==> src/rtl/wb_master_port.sv <==
// Wishbone B4 classic single-beat initiator: turns client requests into one
// bus cycle and hands back read data or an error through a response channel.
module wb_master_port #(
   parameter int TIMEOUT = 255,
   parameter int TO_W    = 16
) (
   input  logic        wb_clk_i,
   input  logic        wb_rst_i,
   input  logic        req_valid_i,
   output logic        req_ready_o,
   input  logic        req_we_i,
   input  logic [3:0]  req_sel_i,
   input  logic [31:0] req_adr_i,
   input  logic [31:0] req_dat_i,
   output logic        rsp_valid_o,
   input  logic        rsp_ready_i,
   output logic [31:0] rsp_dat_o,
   output logic        rsp_err_o,
   output logic        wbm_cyc_o,
   output logic        wbm_stb_o,
   output logic        wbm_we_o,
   output logic [3:0]  wbm_sel_o,
   output logic [31:0] wbm_adr_o,
   output logic [31:0] wbm_dat_o,
   input  logic [31:0] wbm_dat_i,
   input  logic        wbm_ack_i,
   input  logic        wbm_err_i,
   output logic        busy_o
);

   typedef enum logic [1:0] {IDLE, BUS, RESP} state_t;

   localparam logic [TO_W-1:0] TO_LAST = TO_W'(TIMEOUT - 1);

   state_t          state;
   logic [TO_W-1:0] to_cnt;

   assign req_ready_o = (state == IDLE);
   assign busy_o      = (state != IDLE);

   // Bus-side fields stay put while idle; only cyc/stb qualify a transfer.
   always_ff @(posedge wb_clk_i) begin
      if (wb_rst_i) begin
         state       <= IDLE;
         to_cnt      <= '0;
         wbm_cyc_o   <= 1'b0;
         wbm_stb_o   <= 1'b0;
         wbm_we_o    <= 1'b0;
         wbm_sel_o   <= 4'h0;
         wbm_adr_o   <= 32'h0;
         wbm_dat_o   <= 32'h0;
         rsp_valid_o <= 1'b0;
         rsp_err_o   <= 1'b0;
         rsp_dat_o   <= 32'h0;
      end else begin
         case (state)
            IDLE: begin
               if (req_valid_i) begin
                  wbm_we_o  <= req_we_i;
                  wbm_sel_o <= req_sel_i;
                  wbm_adr_o <= req_adr_i;
                  wbm_dat_o <= req_dat_i;
                  wbm_cyc_o <= 1'b1;
                  wbm_stb_o <= 1'b1;
                  to_cnt    <= '0;
                  state     <= BUS;
               end
            end
            BUS: begin
               to_cnt <= to_cnt + 1'b1;
               // Slave error beats ack, and an ack in the last allowed cycle still completes.
               if (wbm_err_i) begin
                  wbm_cyc_o   <= 1'b0;
                  wbm_stb_o   <= 1'b0;
                  rsp_err_o   <= 1'b1;
                  rsp_dat_o   <= 32'h0;
                  rsp_valid_o <= 1'b1;
                  state       <= RESP;
               end else if (wbm_ack_i) begin
                  wbm_cyc_o   <= 1'b0;
                  wbm_stb_o   <= 1'b0;
                  rsp_err_o   <= 1'b0;
                  rsp_dat_o   <= wbm_we_o ? 32'h0 : wbm_dat_i;
                  rsp_valid_o <= 1'b1;
                  state       <= RESP;
               end else if (to_cnt == TO_LAST) begin
                  wbm_cyc_o   <= 1'b0;
                  wbm_stb_o   <= 1'b0;
                  rsp_err_o   <= 1'b1;
                  rsp_dat_o   <= 32'h0;
                  rsp_valid_o <= 1'b1;
                  state       <= RESP;
               end
            end
            RESP: begin
               if (rsp_ready_i) begin
                  rsp_valid_o <= 1'b0;
                  state       <= IDLE;
               end
            end
            default: state <= IDLE;
         endcase
      end
   end

endmodule

==> config.mk <==
export PLATFORM = sky130hd
export DESIGN_NAME = wb_master_port
export DESIGN_NICKNAME = d
export VERILOG_FILES = /design/src/rtl/wb_master_port.sv
export SDC_FILE = /design/constraint.sdc
export NUM_CORES = 1
export LEC_CHECK = 0
export CAP_MARGIN = 20
export CORE_MARGIN = 3
export CORE_UTILIZATION = 45
export DETAILED_ROUTE_END_ITERATION = 10
export PLACE_DENSITY = 0.85
export RECOVER_POWER = 50
export SLEW_MARGIN = 0
export SYNTH_ARGS = -nofsm -noshare
export SYNTH_HDL_FRONTEND = slang
export SYNTH_SLANG_ARGS = --single-unit
==> constraint.sdc <==
create_clock -name wb_clk_i -period 4.8 [get_ports wb_clk_i]
set_input_delay 0.96 -clock wb_clk_i [delete_from_list [all_inputs] [get_ports wb_clk_i]]
set_output_delay 0.96 -clock wb_clk_i [all_outputs]
set_load 0.01 [all_outputs]
# Word level (Yosys, flattened, before mapping)
# Cells that the tools add are included.
[totals]
word_cells = 52
in_bits = 107
output_inout_bits = 107
latch_bits = 0
n_memories = 0
ramBits = 0
mem_bits_ro = 0
register_bits = 122
[classes]
addsub = 1
muxes = 24
multipliers = 0
reduce_logical = 11
n_bitwise = 0
n_shift = 0
order_cmp = 0
n_eq_ne = 6
div_mod_pow = 0
[op_table]
columns = ["op", "count"]
rows = [
  ["$mux 32", 4],
  ["$pmux 16 s2", 1],
  ["$add 16x1->16 const B", 1],
  ["$eq 16x8->1 const B", 1],
  ["$mux 16", 1],
  ["$mux 1", 10],
  ["$mux 2", 5],
  ["$reduce_and 3->1", 3],
  ["$pmux 2 s3", 1],
  ["$reduce_and 2->1", 3],
  ["$reduce_bool 2->1", 3],
  ["$ne 2x2->1 const B", 2],
  ["$ne 4x4->1 const B", 1],
  ["$pmux 1 s2", 2],
  ["$reduce_bool 3->1", 1],
  ["$eq 2x1->1 const B", 1],
  ["$eq 2x2->1 const B", 1],
  ["$logic_not 2->1", 1],
]

# Depth between registers and ports, before layout
# Gate-level depths: netlist of run 1.
[depth]
word_depth = 5
ltp_mapped = 7
depth_no_buf = 6

# Least setup slack after synthesis of run 1
# OpenSTA, ideal clock, no wires.
[synth_path]
path_type = "input -> register"
from = "input port wbm_err_i"
to = "register rsp_dat_o[0]"
required_time_ns = 4.676
stages = 5
t_arrival_ns = 2.024
setup_time_ns = 0.124
n_path_buf = 1
setup_slack_ns = 2.651
path_cell_list = "or2_2 a41oi_2 nand2b_4 clkbuf_2 o21ai_0"
[synth_via]
elab_chain_len = 2
word_cells_on_any_way = 3
cone_classes = "mux: 1; reduce/logical: 2"
[synth_lines]
columns = ["element", "line_no", "source"]
rows = [
  ["start, declared", "27", "input logic wbm_err_i,"],
  ["$reduce_bool 3->1 (no source line)", "--", ""],
  ["$reduce_and 2->1 (no source line)", "--", ""],
  ["end signal, assigned", "83", "rsp_dat_o <= wbm_we_o ? 32'h0 : wbm_dat_i;"],
  ["end, declared", "17", "output logic [31:0] rsp_dat_o,"],
]
# Parallel ways exist; a longest one is shown, timed or not.
# A chain may end at the register's enable or synchronous reset.

# Worst setup path after layout of run 1
[layout_path]
from = "input port req_valid_i"
to = "register wbm_adr_o[9]"
[layout_via]
elab_chain_len = 1
[layout_lines]
columns = ["element", "line_no", "source"]
rows = [
  ["start, declared", "9", "input logic req_valid_i,"],
  ["$reduce_and 2->1 (no source line)", "--", ""],
  ["end signal, assigned", "61", "wbm_adr_o <= req_adr_i;"],
  ["end, declared", "23", "output logic [31:0] wbm_adr_o,"],
]
# Every way passes these cells.

==> results of run 1 <==
[worst max-delay path, cell delays in order]
cell           delay (ns)
dlygate4sd3_1        0.66
and2_0               1.32
buf_4                0.53
nand2_1              0.12
a21oi_1              0.14
[metal layers]
layer / wire length [um] / track usage [%]
met5: 0 / 0
met4: 430 / 10.8
met3: 1320 / 9.21
met2: 7640 / 42.0
met1: 5510 / 24.8
[cell usage in the layout (no fill, tap or decap), types with 2 or more instances in the layout]
cell type / count
a21oi_1: 78
and2_0: 2
and2_1: 3
and3_1: 3
buf_4: 5
bufinv_16: 2
clkbuf_1: 3
clkbuf_16: 16
clkbuf_8: 2
clkdlybuf4s50_1: 142
clkinv_2: 5
clkinvlp_4: 2
dfxtp_1: 122
dlygate4sd3_1: 70
ha_1: 7
inv_1: 9
mux2i_1: 3
nand2_1: 177
nand2b_1: 5
nand3_1: 2
nand3_4: 2
nand4_1: 5
nor2_1: 7
nor2b_1: 36
nor3_1: 3
o21a_1: 2
o21ai_0: 71
o31ai_1: 4
or3_1: 2
or4_1: 4
xor2_1: 4
[synth_stat cells (2+ instances only)]
library cell / count / area [sq um]
buf_4: 2 / 15.0
and3_1: 3 / 18.8
o31ai_1: 4 / 30.0
nand3_4: 2 / 35.0
nand4_1: 5 / 31.3
a21oi_1: 78 / 390
nor3b_1: 2 / 15.0
nand2_1: 177 / 664
nand3_1: 2 / 10.0
and2_1: 5 / 31.3
xor2_1: 4 / 35.0
nand2b_1: 5 / 31.3
or2_2: 2 / 12.5
mux2i_1: 3 / 30.0
or3_1: 2 / 12.5
clkbuf_1: 39 / 146
dfxtp_1: 122 / 2440
clkbuf_2: 3 / 15.0
o21ai_0: 71 / 355
inv_1: 9 / 33.8
nor2b_1: 36 / 225
or4_1: 4 / 30.0
o21a_1: 2 / 15.0
nor2_1: 7 / 26.3
ha_1: 7 / 87.6
nor3_1: 3 / 15.0
[worst min path at each step]
stage,end,startpoint,depth (start not counted),slack [ns]
4_1_cts,wbm_dat_o[23],wbm_dat_o[23],2,0.45
3_5_place_dp,wbm_dat_o[23],wbm_dat_o[23],2,0.45
5_1_grt,wbm_dat_o[18],wbm_dat_o[18],2,0.46
3_3_place_gp,wbm_adr_o[30],wbm_adr_o[30],2,0.44
6_report,wbm_dat_o[12],wbm_dat_o[12],2,0.45
2_1_floorplan,to_cnt[15],to_cnt[15],2,0.45
[layout make-up]
class / instances / area [sq um]
well taps: 136 / 170
fillers: 755 / 2820
inverters: 9 / 33.8
flip-flops and latches: 122 / 2440
multi-input cells: 439 / 2270
clock inverters: 9 / 100
clock buffers: 21 / 439
repair buffers: 218 / 2190
[flip-flops by register name, indices dropped and copies added (netlist names)]
register,cells
wbm_dat_o,32
rsp_valid_o,1
to_cnt,16
wbm_adr_o,32
rsp_dat_o,32
wbm_sel_o,4
rsp_err_o,1
state,2
wbm_we_o,1
wbm_stb_o,1
[cell families (layout without fill, tap and decap cells)]
kind of cell | Yosys count | count (layout)
buf+inv | 53 | 257
compound gates | 163 | 163
mux | 4 | 4
simple gates | 260 | 260
xor+xnor | 5 | 5
flops | 122 | 122
fa+ha+maj | 7 | 7
[per-stage QoR]
stage          setup slack [ns]  area, sq um  power, W
2_1_floorplan              2.65         4920   0.00178
3_5_place_dp               1.69         7080   0.00226
5_1_grt                    1.16         7640   0.00355
3_3_place_gp               1.77         7080   0.00222
6_report                   1.48         7640   0.00337
4_1_cts                    1.86         7620   0.00343
[power by group]
part           internal (W)  leakage [nW]  switching [W]
Combinational      0.000435          1.72       0.000551
Clock              0.000740         0.263       0.000421
Sequential          0.00115         0.995      0.0000762
Total               0.00232          2.97        0.00105
==> results.yml, run 1 <==
status:
  status: "finished with violations"
  violations: "max-capacitance violations, max-slew violations"
setup_path:
  crit_type: "in2reg"
  worst_ep_arrival_time_ns: 3.75
  path_max_fanout: 36
  r2r-start: "state[0]"
  required_ns: 5.23
  reg2reg_depth: 6
  cp-startpoint: "req_valid_i"
  setup.worst_path.end: "wbm_adr_o[9]"
  end_kind: "register"
  r2r_end: "wbm_adr_o[9]"
  r2r_slack_ns: 1.80
  start_kind: "input pin"
job:
  drv_cap: 1
clock_tree:
  clockBufferDepth: 2
  cts_tree: "built"
  cts_setup_buffers: 0
  hold_buffers: 0
  clkLatencyLatePin_ns: 0.50
  cts.sinks: 122
  cts_buffers: 17
  htreeDepth: 4
  post_cts_resized: 0
  clkTransAtPathRegs_ns: 0.06
  root_buffer: "clkbuf_8"
global_routing:
  grt-ovfl-total: 0
  antenna_found_initial: 0
  grt_max_degree: 117
  grt_pass1_vias: 4972
  gr-usage-all-layers_pct: 23.8
  grt_pass1_wl_um: 24000
synth:
  synthCells: 614
  syn_area_sq_um: 4920
  syn_nets: 728
  yosys_register_bits: 122
  synth-compound-area-share_pct: 17.7
  synth_cell_types: 41
  synth-xor-area-share_pct: 0.891
  yosysWarnings: 0
  muxShareOfSynthArea_pct: 0.916
  yosysSeqAreaShare_pct: 49.7
  synth_top_family_by_area: "simple AND/OR/NAND/NOR gates"
  synthArstFlopShare_pct: 0
  synth-edff-count: 0
  synth_adder_area_share_pct: 1.78
  synthSimpleGateAreaFrac_pct: 24.8
  synth_flop_cell: "dfxtp_1"
  avgSynthCellArea_sq_um: 8.01
final_layout:
  area_growth_pct: 55.4
  drive_gt1_share_pct: 5.38
  final_cells: 954
  n_antenna_cell: 0
  fin_util_pct: 73.0
  nNetsFinal: 921
timing:
  min_period_ns: 3.32
  max_slew_margin_pct: -14.6
  rsz0062_at_grt: "false"
  post-route-period-util_pct: 69.2
  hold_viol: 0
  finalSetupViolations: 0
  slew_violations: 36
  worstMarginPinSlew_ns: 1.72
  clock_skew_ns: 0.00659
  fmax_mhz: 301
  setup_tns_ns: 0
  holdWs_ns: 0.449
routing:
  via_count: 5021
  drc: 0
  drtAntennaViolNets: 0
  drt_first_iter_violations: 372
  routedWlPerCell_um: 15.6
  viasPerCell: 5.26
  drt_pass1_iterations: 5
  totalWireLength_um: 14900
worst_hold_path:
  hold_class: "reg2reg"
floorplan:
  die_area_sq_um: 12200
  die_x_um: 111
  core_sq_um: 10500
  ios: 214
  rows: 37
  initial_core_util_pct: 47.0
  die_h_um: 111
power_and_ir_drop:
  cellLeakagePower_nw: 2.97
  ir_drop_mv: 0.260
  power-per-cell-area_nw_per_um2: 441
place:
  gp_congestion: 0.789
  io_buffers: 213
  dp.cells: 923
  place_hpwl_um: 10400
Power figures use the tool's default switching activity.
==> run 2, diff against run 1 <==
--- a/config.mk
+++ b/config.mk
@@ -7,9 +7,9 @@
 export LEC_CHECK = 0
 export CAP_MARGIN = 20
 export CORE_MARGIN = 3
-export CORE_UTILIZATION = 45
+export CORE_UTILIZATION = 38
 export DETAILED_ROUTE_END_ITERATION = 10
-export PLACE_DENSITY = 0.85
+export PLACE_DENSITY = 0.76
 export RECOVER_POWER = 50
 export SLEW_MARGIN = 0
 export SYNTH_ARGS = -nofsm -noshare
==> constraint.sdc (replaced) <==
create_clock -name wb_clk_i -period 2.79 [get_ports wb_clk_i]
set_input_delay 0.558 -clock wb_clk_i [delete_from_list [all_inputs] [get_ports wb_clk_i]]
set_output_delay 0.558 -clock wb_clk_i [all_outputs]
set_load 0.01 [all_outputs]
==> run 2 against run 1 <==
- the run now ends clean
- hold slack worse by 0.0010 ns
- sequential cell count unchanged
- global-route usage is 3.0 points lower
- combinational power up 71%
- sequential share of layout area fell by 0.11 points
- critical path depth fell by 1
- via count is 1.9% lower
- final area up 0.36%
- first-iteration DRC count shrank 32%
- wire length up 1.2%
- die area rose by 17%
- core utilization is 11 points lower
==> results.yml, run 2 (synthesis gave the netlist of run 1 again) <==
final_layout:
  nNetsFinal: 924
  area_growth_pct: 56.0
  layout_commonest_cell: "nand2_1"
  fin_util_pct: 62.3
  n_antenna_cell: 0
  most-common-layout-cells: "nand2_1 (176), dfxtp_1 (122), clkdlybuf4s50_1 (111), dlygate4sd3_1 (101), a21oi_1 (78)"
  drive_gt1_share_pct: 5.35
  top_regs: "rsp_dat_o: 32 flops, wbm_adr_o: 32 flops, wbm_dat_o: 32 flops"
timing:
  hold_viol: 0
  fmax_mhz: 410
  clock_skew_ns: 0.00629
  worst_slack_ns: 0.349
  slew_violations: 0
  max_slew_margin_pct: 8.58
  setup_tns_ns: 0
  worstMarginPinSlew_ns: 1.37
  rsz0062_at_grt: "false"
  post-route-period-util_pct: 87.5
  holdWs_ns: 0.448
  finalSetupViolations: 0
  min_period_ns: 2.44
place:
  gp_congestion: 0.780
  place_hpwl_um: 10900
  pre_cts_ws_ns: 0.509
  io_buffers: 213
power_and_ir_drop:
  power-per-cell-area_nw_per_um2: 753
  internal_power_w: 0.00398
  cellLeakagePower_nw: 3.08
  power.share.sequential_pct: 36.5
  p_sw_w: 0.00179
  swShare_pct: 31.0
  clockPowerShare_pct: 34.3
  p_comb_share_pct: 29.2
  ir_drop_mv: 0.479
clock_tree:
  root_buffer: "clkbuf_16"
  post_cts_resized: 0
  htreeDepth: 4
  cts_tree: "built"
  clkTransAtPathRegs_ns: 0.05
  hold_buffers: 0
  cts.sinks: 122
  cts_buffers: 17
  cts_setup_buffers: 0
  clockBufferDepth: 2
  clkLatencyLatePin_ns: 0.41
setup_path:
  path_max_fanout: 7
  crit_buf_inv: 3
  crit_chain: "inv_1 > ha_1 > inv_1 > clkdlybuf4s50_1"
  end_kind: "primary output"
  crit_type: "reg2out"
  start_kind: "register"
  max_stage_delay_ns: 0.56
  cp_slowest_cell: "clkdlybuf4s50_1"
  required_ns: 2.23
  path_common_cell: "inv_1"
  worst_ep_arrival_time_ns: 1.88
  cp_top_family: "buffers and inverters"
floorplan:
  ios: 214
  die_area_sq_um: 14300
  die_x_um: 120
  rows: 40
  initial_core_util_pct: 39.9
  die_h_um: 120
  core_sq_um: 12300
routing:
  drtAntennaViolNets: 0
  drt_pass1_iterations: 4
  viasPerCell: 4.98
  totalWireLength_um: 15100
  drc: 0
  drt_first_iter_violations: 254
  routedWlPerCell_um: 15.2
  via_count: 4928
global_routing:
  antenna_found_initial: 0
  grt_pass1_vias: 5066
  gr-usage-all-layers_pct: 20.8
  grt_max_degree: 70
  grt-ovfl-total: 0
  grt_pass1_wl_um: 24200
worst_hold_path:
  hold_class: "reg2reg"
job:
  drv_cap: 0
status:
  status: "completed"
run 2: cell types whose count changed in the layout (fill, tap and decap cells not counted), moves of 2 or more:
| cell | delta |
|---|---|
| clkdlybuf4s50_1 | -31 |
| dlygate4sd3_1 | +31 |
| clkbuf_1 | +4 |
| clkbuf_8 | +4 |
| clkinv_2 | -4 |
| and2_0 | -2 |
| buf_4 | +2 |
| bufinv_16 | -2 |
| clkinvlp_4 | -2 |
| nand3_1 | +2 |
| nand3_4 | -2 |
run 2: worst paths after layout:
path / depth (start not counted) / to / slack (ns) / start
max: 4 / busy_o / 0.35 / state[0]
min: 2 / wbm_adr_o[22] / 0.45 / wbm_adr_o[22]
max reg2reg: 6 / wbm_adr_o[5] / 0.44 / state[0]
min reg2reg: 2 / wbm_adr_o[22] / 0.45 / wbm_adr_o[22]
run 2: worst register-to-register path, cell delays in order (launching register included):
cell	delay, ns
dfxtp_1	0.38
inv_1	0.10
ha_1	0.30
nand2_2	0.10
clkbuf_2	1.01
nand2_1	0.19
a21oi_1	0.20
run 2: metrics by stage:
| step | instances | instance area [sq um] | power (W) |
|---|---|---|---|
| global route | 990 | 7670 | 0.00609 |
| global placement | 959 | 7160 | 0.00388 |
| finish | 990 | 7670 | 0.00578 |
| detailed placement | 959 | 7160 | 0.00394 |
| CTS | 990 | 7700 | 0.00594 |
| floorplan | 614 | 4920 | 0.00306 |
run 2: per-layer routing:
layer  share of wire, %  vias up  track usage (%)
met5                  0        -                0
met4                3.2        0             8.73
met3                7.4       37             7.78
met2                 51      171             37.3
met1                 38     2289             21.9
li1                   -     2431                -
run 2: power groups by stage:
stage                     clock [W]  combinational, W  sequential [W]
final                       0.00198           0.00169         0.00211
after global routing        0.00209           0.00186         0.00213
after CTS                   0.00202           0.00180         0.00212
after detailed placement          0           0.00179         0.00215
after global placement            0           0.00174         0.00213
after floorplan                   0          0.000833         0.00223
run 2: cell type report:
cell class                      count  area [sq um]
Fill cell                        1121          4640
Multi-Input combinational cell    439          2240
Clock inverter                      1          5.00
Sequential cell                   122          2440
Clock buffer                       30           534
Inverter                            9          33.8
Tap cell                          168           210
Timing Repair Buffer              221          2200
